==> config.mk <==
export PLATFORM = sky130hd
export DESIGN_NAME = uart_receiver
export DESIGN_NICKNAME = d
export VERILOG_FILES = /design/src/rtl/uart_pkg.sv /design/src/rtl/uart_rx_synchronizer.sv /design/src/rtl/uart_receiver.sv
export SDC_FILE = /design/constraint.sdc
export NUM_CORES = 1
export LEC_CHECK = 0
export ABC_AREA = 0
export ABC_CLOCK_PERIOD_IN_PS = 3750
export BUFFER_PORTS_ARGS = -buffer_cell sky130_fd_sc_hd__buf_2
export CORE_ASPECT_RATIO = 1.2
export CORE_UTILIZATION = 50
export DETAILED_ROUTE_END_ITERATION = 8
export GPL_TIMING_DRIVEN = 0
export PLACE_DENSITY = 0.68
export SYNTH_ARGS = -nofsm -noshare
export SYNTH_HDL_FRONTEND = slang
export SYNTH_SLANG_ARGS = --single-unit
==> constraint.sdc <==
create_clock -name i_CLK -period 3.75 [get_ports i_CLK]
set_input_delay 0 -clock i_CLK [delete_from_list [all_inputs] [get_ports i_CLK]]
set_output_delay 0 -clock i_CLK [all_outputs]
set_load 0.01 [all_outputs]
==> src/rtl/uart_pkg.sv <==
`default_nettype none
// ============================================================================
// Module   : uart_pkg
// Purpose  : Shared definitions for the UART link (receiver and transmitter):
//            receiver state encodings, data width and serial line levels.
// Revision : 1.0 - initial release
// ============================================================================
package uart_pkg;

    // Payload bits per frame (8N1 framing).
    localparam int UART_DATA_BITS = 8;

    // Serial line levels.
    localparam logic LINE_IDLE  = 1'b1;
    localparam logic LINE_START = 1'b0;
    localparam logic LINE_STOP  = 1'b1;

    // Receiver FSM states.
    typedef enum logic [2:0] {
        s_idle    = 3'd0,
        s_start   = 3'd1,
        s_receive = 3'd2,
        s_stop    = 3'd3,
        s_break   = 3'd4
    } rx_state_t;

    // Mid-bit offset H = (CLKS_PER_BIT-1)/2, used to re-check the start bit
    // at its centre before committing to a frame.
    function automatic logic [15:0] mid_bit_offset(input int clks_per_bit);
        return 16'((clks_per_bit - 1) / 2);
    endfunction

endpackage
`default_nettype wire

==> src/rtl/uart_rx_synchronizer.sv <==
`default_nettype none
// ============================================================================
// Module   : uart_rx_synchronizer
// Purpose  : Two-flop synchroniser for the asynchronous serial input. Resets
//            to the idle line level so a reset never looks like a start bit.
// Revision : 1.0 - initial release
// ============================================================================
module uart_rx_synchronizer
    import uart_pkg::*;
(
    input  logic clk,
    input  logic rst,
    input  logic async_in,
    output logic sync_out
);

    logic meta;

    // Two-stage capture of the raw line into the clock domain.
    always_ff @(posedge clk or posedge rst) begin
        if (rst) begin
            meta     <= LINE_IDLE;
            sync_out <= LINE_IDLE;
        end else begin
            meta     <= async_in;
            sync_out <= meta;
        end
    end

endmodule
`default_nettype wire

==> src/rtl/uart_receiver.sv <==
`default_nettype none
// ============================================================================
// Module   : uart_receiver
// Purpose  : 8N1 UART receiver. Samples the synchronised line at mid-bit,
//            validates start and stop bits and presents each good byte with
//            a one-cycle valid pulse; a low stop bit gives a one-cycle frame
//            error pulse and the receiver then waits for the line to return
//            high before looking for another start bit.
// Revision : 1.0 - initial release
// ============================================================================
module uart_receiver
    import uart_pkg::*;
#(
    parameter int CLKS_PER_BIT = 1
)
(
    input  logic                      i_CLK,
    input  logic                      i_RESET,
    input  logic                      i_RX,
    output logic [UART_DATA_BITS-1:0] o_DATA_OUT,
    output logic                      o_DATA_VALID,
    output logic                      o_FRAME_ERROR,
    output logic                      o_RX_BUSY
);

    // Last baud count of a bit period and the mid-bit offset.
    localparam logic [15:0] BAUD_LAST = 16'(CLKS_PER_BIT - 1);
    localparam logic [15:0] HALF      = mid_bit_offset(CLKS_PER_BIT);
    localparam logic [2:0]  BIT_LAST  = 3'(UART_DATA_BITS - 1);

    logic                      rx_sync;

    rx_state_t                 state;
    rx_state_t                 state_next;
    logic [15:0]               baud_cnt;
    logic [15:0]               baud_next;
    logic [2:0]                bit_cnt;
    logic [2:0]                bit_next;
    logic [UART_DATA_BITS-1:0] shift_reg;
    logic [UART_DATA_BITS-1:0] shift_next;
    logic [UART_DATA_BITS-1:0] data_next;
    logic                      valid_next;
    logic                      ferr_next;
    logic                      busy_next;

    uart_rx_synchronizer u_sync (
        .clk      (i_CLK),
        .rst      (i_RESET),
        .async_in (i_RX),
        .sync_out (rx_sync)
    );

    // State, counters, shift register and output registers.
    always_ff @(posedge i_CLK or posedge i_RESET) begin
        if (i_RESET) begin
            state         <= s_idle;
            baud_cnt      <= '0;
            bit_cnt       <= '0;
            shift_reg     <= '0;
            o_DATA_OUT    <= '0;
            o_DATA_VALID  <= 1'b0;
            o_FRAME_ERROR <= 1'b0;
            o_RX_BUSY     <= 1'b0;
        end else begin
            state         <= state_next;
            baud_cnt      <= baud_next;
            bit_cnt       <= bit_next;
            shift_reg     <= shift_next;
            o_DATA_OUT    <= data_next;
            o_DATA_VALID  <= valid_next;
            o_FRAME_ERROR <= ferr_next;
            o_RX_BUSY     <= busy_next;
        end
    end

    // Next-state and datapath decisions, all taken on the synchronised line.
    always_comb begin
        state_next = state;
        baud_next  = baud_cnt;
        bit_next   = bit_cnt;
        shift_next = shift_reg;
        data_next  = o_DATA_OUT;
        valid_next = 1'b0;
        ferr_next  = 1'b0;

        case (state)
            s_idle: begin
                baud_next = '0;
                if (rx_sync == LINE_START) begin
                    // This cycle is start-bit sample 0.
                    bit_next = '0;
                    if (HALF == 16'd0) begin
                        // Mid-bit is sample 0 itself: accept immediately.
                        state_next = s_receive;
                        baud_next  = '0;
                    end else begin
                        state_next = s_start;
                        baud_next  = 16'd1;
                    end
                end
            end

            s_start: begin
                if (baud_cnt == HALF) begin
                    baud_next = '0;
                    bit_next  = '0;
                    if (rx_sync == LINE_START) begin
                        state_next = s_receive;
                    end else begin
                        // Glitch shorter than half a bit: ignore it.
                        state_next = s_idle;
                    end
                end else begin
                    baud_next = baud_cnt + 16'd1;
                end
            end

            s_receive: begin
                if (baud_cnt == BAUD_LAST) begin
                    // LSB arrives first, so shift in from the top.
                    shift_next = {rx_sync, shift_reg[UART_DATA_BITS-1:1]};
                    baud_next  = '0;
                    bit_next   = bit_cnt + 3'd1;
                    if (bit_cnt == BIT_LAST) begin
                        state_next = s_stop;
                    end
                end else begin
                    baud_next = baud_cnt + 16'd1;
                end
            end

            s_stop: begin
                if (baud_cnt == BAUD_LAST) begin
                    baud_next = '0;
                    if (rx_sync == LINE_STOP) begin
                        data_next  = shift_reg;
                        valid_next = 1'b1;
                        state_next = s_idle;
                    end else begin
                        // Held output byte is left untouched on a bad frame.
                        ferr_next  = 1'b1;
                        state_next = s_break;
                    end
                end else begin
                    baud_next = baud_cnt + 16'd1;
                end
            end

            s_break: begin
                // A line held low must not be decoded as repeated frames.
                baud_next = '0;
                if (rx_sync == LINE_IDLE) begin
                    state_next = s_idle;
                end
            end

            default: begin
                state_next = s_idle;
                baud_next  = '0;
            end
        endcase

        // Busy is registered alongside the state it reflects.
        busy_next = (state_next != s_idle);
    end

endmodule
`default_nettype wire
After elaboration in Yosys (flattened, before gate mapping):

Cells that the tools add are included.

* logic and storage cells: 49
* bits of input ports: 3
* output and inout bits: 11
* bits in registers: 43

* equal/unequal tests: 8
* reductions and logical operators: 8
* $add $sub $neg: 2
* mux-type cells: 21

Operators with widths (number)
* $mux 16: 2
* $mux 3: 10
* $add 16x1->16 const B: 1
* $logic_not 16->1: 1
* $pmux 3 s5: 1
* $pmux 3 s3: 1
* $eq 3x2->1 const B: 2
* $eq 3x3->1 const B: 2
* $mux 1: 6
* $ne 2x2->1 const B: 3
* $reduce_bool 3->1: 2
* $reduce_and 4->1: 1
* $add 3x1->3 const B: 1
* $eq 3x1->1 const B: 1
* $logic_not 3->1: 1
* $reduce_and 3->1: 1
* $reduce_or 3->1: 1
* $mux 2: 1
* $reduce_and 2->1: 1

Logic depth before layout (Yosys ltp):

* depth in word-level cells: 5
* mapped depth: 8
* gate-level depth less buffers: 6

Hierarchy:

A second synthesis with hierarchy kept.

* cells, all modules: 176
* area total of the unflattened synthesis: 2005.7 µm²

By module, submodules not included
* uart_receiver: times used 1, area an instance 1949.4 µm², cells an instance 173
* uart_rx_synchronizer: times used 1, area an instance 56.3 µm², cells an instance 3

Worst setup path after synthesis:

Ideal clock, no wire load.

* kind: register -> register
* from: reg baud_cnt[0]
* to: reg shift_reg[0]
* slack: 1.833 ns
* data arrival time: 1.793 ns
* stages on the path, launching flop included: 8
* setup time: 0.125 ns
* path buffers: 1
* path through: dfrtp_1 inv_1 ha_1 nor4b_2 nand4_2 buf_6 nor3_4 mux2_2

* cells in the longest elaborated chain, start to end: 2

RTL lines
* start: declaration: line uart_receiver.sv:35 `logic [15:0] baud_cnt;`
* start signal: assignment: line uart_receiver.sv:66 `baud_cnt <= baud_next;`
* $logic_not 16->1: line uart_receiver.sv:119 `if (baud_cnt == BAUD_LAST) begin`
* $reduce_and 2->1 (no source line)
* end signal: assignment: line uart_receiver.sv:68 `shift_reg <= shift_next;`
* end: declaration: line uart_receiver.sv:39 `logic [UART_DATA_BITS-1:0] shift_reg;`

Every way passes these cells.
A chain may end at the register's enable or synchronous reset.

Final worst setup path:

* from: reg baud_cnt[0]
* to: reg shift_reg[2]

The elaborated chain is that of the path after synthesis.

==> metrics list <==
* Share of the clock period used by the worst path after layout: between 50 and 60%
* RR Endpoint: shift_reg[2]$_DFFE_PP0P_
* Die extent in y: 70.16 um
- In this run, distinct cell masters in the synthesized netlist total 30.
* Number of ports placed on the die boundary: 14
- The register with the most flip-flops in the layout has 16 of them.
- Total negative slack for setup checks: 0 ns
- Final Max Slew Viols: 0
- After synthesis, the mean cell area works out to 11.73 um^2.
* GRT Overall Usage: 18.63%
- Post-layout nets: 194
* Leakage dissipation: roughly 0.95 nW
- Starting Density: between 50% and 60%
- Final critical path time including I/O delays and setup: 2.132 ns
- Placer Congestion: 0.7759
- Setup Skew: 0.005581 ns
- The first TritonRoute pass finished after 4 iterations.
- Hold worst-path end: u_sync.meta$_DFF_PP1_
- Post-cts sizing count: 0
* Number of antenna violations at the first check in global routing: 0
- At the pin with the least slew margin, the transition time is about 0.85 ns.
* First-iteration detailed-routing DRC count: 57
- Port buffering added 13 buffers.
* Maximum buffer depth of the clock tree: 2
* Type of origin of the critical path: flop
* Total die area: 4125 um^2
* Switching share of total power: 28.77%
* Number of synthesis warnings: 0
- Fin util: 60.14%
* DRC Markers: 0
* Endpoint arrival time on the critical path: 2.31 ns
* Clock root buffer: sky130_fd_sc_hd__clkbuf_8
* Origin of the critical flop-to-flop path: baud_cnt[0]$_DFF_PP0_
- Detailed routing inserted a total of 1260 vias.
- Cell internal power was estimated by the tool at 0.0009985 W.
* Commonest register cell after synthesis: sky130_fd_sc_hd__dfrtp_1
- The worst pin sits at a relative slew slack of 42.98%.
- The mapped netlist covers 1936 um^2.
* Post-synth EDFFs: 0
- After filler insertion, the fill cell instance count of the layout stands at 311.
- Global-route wire length before repair: 5.809 mm
- Clock tree from TritonCTS: built
* Maximum number of pins on one net before global-route repair: 44
* Worst-skew pair later-pin latency: 0.30 ns
- Std-Cell Rows: 24
- Core ar.: ~3700 um^2
* WL final: 3.209 mm
- Registers are responsible for between 40% and 50% of the overall power.
- Clk network pwr share: 26.4%
- The flow ran to the end, and the final reports show no timing, DRC or antenna violations.
* H-tree levels: 2
- Reg2Reg Depth: 7
* HPWL after DPL: 2.228 mm
- Across the run, the number of max-cap violations was 0.
- RSZ-0062 raised after global routing: no
- Setup slack on the worst reg-to-reg path comes out at 1.62 ns.
* Number of buffers inserted during clock tree synthesis: 5
- Setup violations remaining at the end of the flow were counted as 0.
- Of the synthesized area, sequential elements account for 55.72%.
- The worst-case IR drop observed on VDD is 0.3898 mV.
* Clk sinks: 43
- The worst hold path passes through 2 cells.
- Dividing the detail-routed wire length by the instance count gives 13.37 um.
- Share of post-route cells with drive strength above 1: 26.60%
* Synthesized Nets: ~170
* Power per standard cell area: 636.2 nW/um^2
* Switching power of the nets: 0.0004033 W
- Die width: 58.80 um
* Type of the most critical hold path: primary input to flop
- Post-layout power: 0.001402 W
- Of all nets on the critical path, the largest fanout is 10.
- Kind of capture point of the worst setup path: flop
* Cell count after synthesis: 165
* Hold Path Origin: i_RX
* Final hold vios: 0
- Diode count: 0
- Count of placed standard cells including taps: 230
* Register bit count reported by yosys: 43
- Synth-to-layout area growth: 13.83%
- The most critical setup path has its startpoint at baud_cnt[0]$_DFF_PP0_.
- In this run the post-CTS setup repair buffer count came out at 0.
- Counting flops with an async set or reset pin after synthesis yields a share of 100.0%.
- Hold timing on the final database bottoms out at a slack of 0.3465 ns.
- The detail route stage leaves a number of antenna-violating nets equal to 0.
- Post-DR vias/cell: approximately 5.3
- Clock-pin slew of the registers on the worst-case setup and hold paths: ~0.08 ns
- Required arrival time at the worst endpoint: 3.93 ns
* Max frequency: 0.4690 GHz
* Number of global-route vias before repair: around 1.3k
- After global routing the overflow that remains totals 0.
- Logic gate share of total power: 26.9%
- The count of cells in the finished layout, fillers not included, comes to 240.
- Critical path type: flop to flop
- Buffers inserted to repair hold after CTS numbered 2.
-- worst max-delay path: stages (launching register included) --
cell and delay (ns):
sky130_fd_sc_hd__dfrtp_1 0.44, sky130_fd_sc_hd__inv_1 0.08, sky130_fd_sc_hd__ha_1 0.13, sky130_fd_sc_hd__nor4b_2 0.22, sky130_fd_sc_hd__nand4_2 0.22, sky130_fd_sc_hd__buf_6 0.21
sky130_fd_sc_hd__nor3_4 0.32, sky130_fd_sc_hd__mux2_2 0.40
-- worst max-delay path by stage --
stage          slack, ns                        to  depth (start not counted)
2_1_floorplan       1.83  shift_reg[0]$_DFFE_PP0P_                          7
3_3_place_gp        1.64  shift_reg[3]$_DFFE_PP0P_                          7
3_5_place_dp        1.63  shift_reg[0]$_DFFE_PP0P_                          7
4_1_cts             1.60  shift_reg[2]$_DFFE_PP0P_                          7
5_1_grt             1.45  shift_reg[2]$_DFFE_PP0P_                          7
6_report            1.62  shift_reg[2]$_DFFE_PP0P_                          7
-- final cells by class --
class                           count  area, um^2  share of cell area (%)
Buffer                              4       31.28                   1.420
Clock buffer                        6       82.58                   3.748
Inverter                            9       33.78                   1.533
Timing Repair Buffer               15       85.08                   3.861
Tap cell                           52       65.06                   2.953
Sequential cell                    43        1079                   48.95
Multi-Input combinational cell    109       792.0                   35.95
Clock inverter                      2       35.03                   1.590
-- layout by cell type, fill, tap and decap left out, types with 2 or more instances in the layout --
master                          synthesis  layout
sky130_fd_sc_hd__dfrtp_1               41      41
sky130_fd_sc_hd__nor2_1                17      17
sky130_fd_sc_hd__mux2_2                17      17
sky130_fd_sc_hd__buf_2                  1      14
sky130_fd_sc_hd__nand2_1               11      11
sky130_fd_sc_hd__inv_1                  9       8
sky130_fd_sc_hd__xnor2_1                7       7
sky130_fd_sc_hd__or3_1                  6       6
sky130_fd_sc_hd__nand3_1                6       6
sky130_fd_sc_hd__clkbuf_8               0       6
sky130_fd_sc_hd__nor3_1                 5       5
sky130_fd_sc_hd__nor4_1                 5       5
sky130_fd_sc_hd__a21oi_1                5       5
sky130_fd_sc_hd__xor2_1                 5       5
sky130_fd_sc_hd__ha_1                   4       4
sky130_fd_sc_hd__mux2i_1                3       3
sky130_fd_sc_hd__nand4_1                3       3
sky130_fd_sc_hd__o21ai_0                3       3
sky130_fd_sc_hd__buf_6                  2       2
sky130_fd_sc_hd__nor3_4                 2       2
sky130_fd_sc_hd__and3_1                 2       2
sky130_fd_sc_hd__dlygate4sd3_1          0       2
sky130_fd_sc_hd__dfstp_2                2       2
-- cell families after synthesis --
| family | share of synthesized area (%) |
|---|---|
| flip-flops | 55.72 |
| buffers and inverters | 3.361 |
| AO/OA/AOI/OAI | 4.137 |
| XOR/XNOR | 5.430 |
| AND/OR/NAND/NOR | 17.32 |
| multiplexers | 11.44 |
| adder cells (fa/ha/maj) | 2.586 |
-- Yosys cell counts, types with 2 or more instances --
| cell type | count | area [um^2] |
|---|---|---|
| sky130_fd_sc_hd__dfrtp_1 | 41 | 1026 |
| sky130_fd_sc_hd__mux2_2 | 17 | 191.4 |
| sky130_fd_sc_hd__nor2_1 | 17 | 63.81 |
| sky130_fd_sc_hd__nand2_1 | 11 | 41.29 |
| sky130_fd_sc_hd__inv_1 | 9 | 33.78 |
| sky130_fd_sc_hd__xnor2_1 | 7 | 61.31 |
| sky130_fd_sc_hd__nand3_1 | 6 | 30.03 |
| sky130_fd_sc_hd__or3_1 | 6 | 37.54 |
| sky130_fd_sc_hd__a21oi_1 | 5 | 25.02 |
| sky130_fd_sc_hd__nor3_1 | 5 | 25.02 |
| sky130_fd_sc_hd__nor4_1 | 5 | 31.28 |
| sky130_fd_sc_hd__xor2_1 | 5 | 43.79 |
| sky130_fd_sc_hd__ha_1 | 4 | 50.05 |
| sky130_fd_sc_hd__mux2i_1 | 3 | 30.03 |
| sky130_fd_sc_hd__nand4_1 | 3 | 18.77 |
| sky130_fd_sc_hd__o21ai_0 | 3 | 15.01 |
| sky130_fd_sc_hd__and3_1 | 2 | 12.51 |
| sky130_fd_sc_hd__buf_6 | 2 | 22.52 |
| sky130_fd_sc_hd__dfstp_2 | 2 | 52.55 |
| sky130_fd_sc_hd__nor3_4 | 2 | 32.53 |
-- per-layer routing --
layer / track usage, % / wire, um / share of wire, %
met1: 22.69 / 1393 / 43
met4: 7.143 / 61 / 1.9
met2: 30.43 / 1639 / 51
met3: 5.741 / 115 / 3.6
met5: 0 / 0 / 0
-- power groups by stage --
stage	sequential (W)	combinational, W	clock (W)
final	0.000655	0.000377	0.000370
after global routing	0.000673	0.000416	0.000396
after CTS	0.000655	0.000384	0.000378
after detailed placement	0.000663	0.000379	0
after global placement	0.000654	0.000361	0
after floorplan	0.000669	0.000262	0
-- metrics by stage --
| stage | instance area (um^2) | worst slack, ns |
|---|---|---|
| finish | 2203 | 1.618 |
| global route | 2203 | 1.453 |
| CTS | 2203 | 1.595 |
| detailed placement | 2066 | 1.632 |
| global placement | 2066 | 1.643 |
| floorplan | 1936 | 1.833 |
Power figures use the tool's default switching activity.
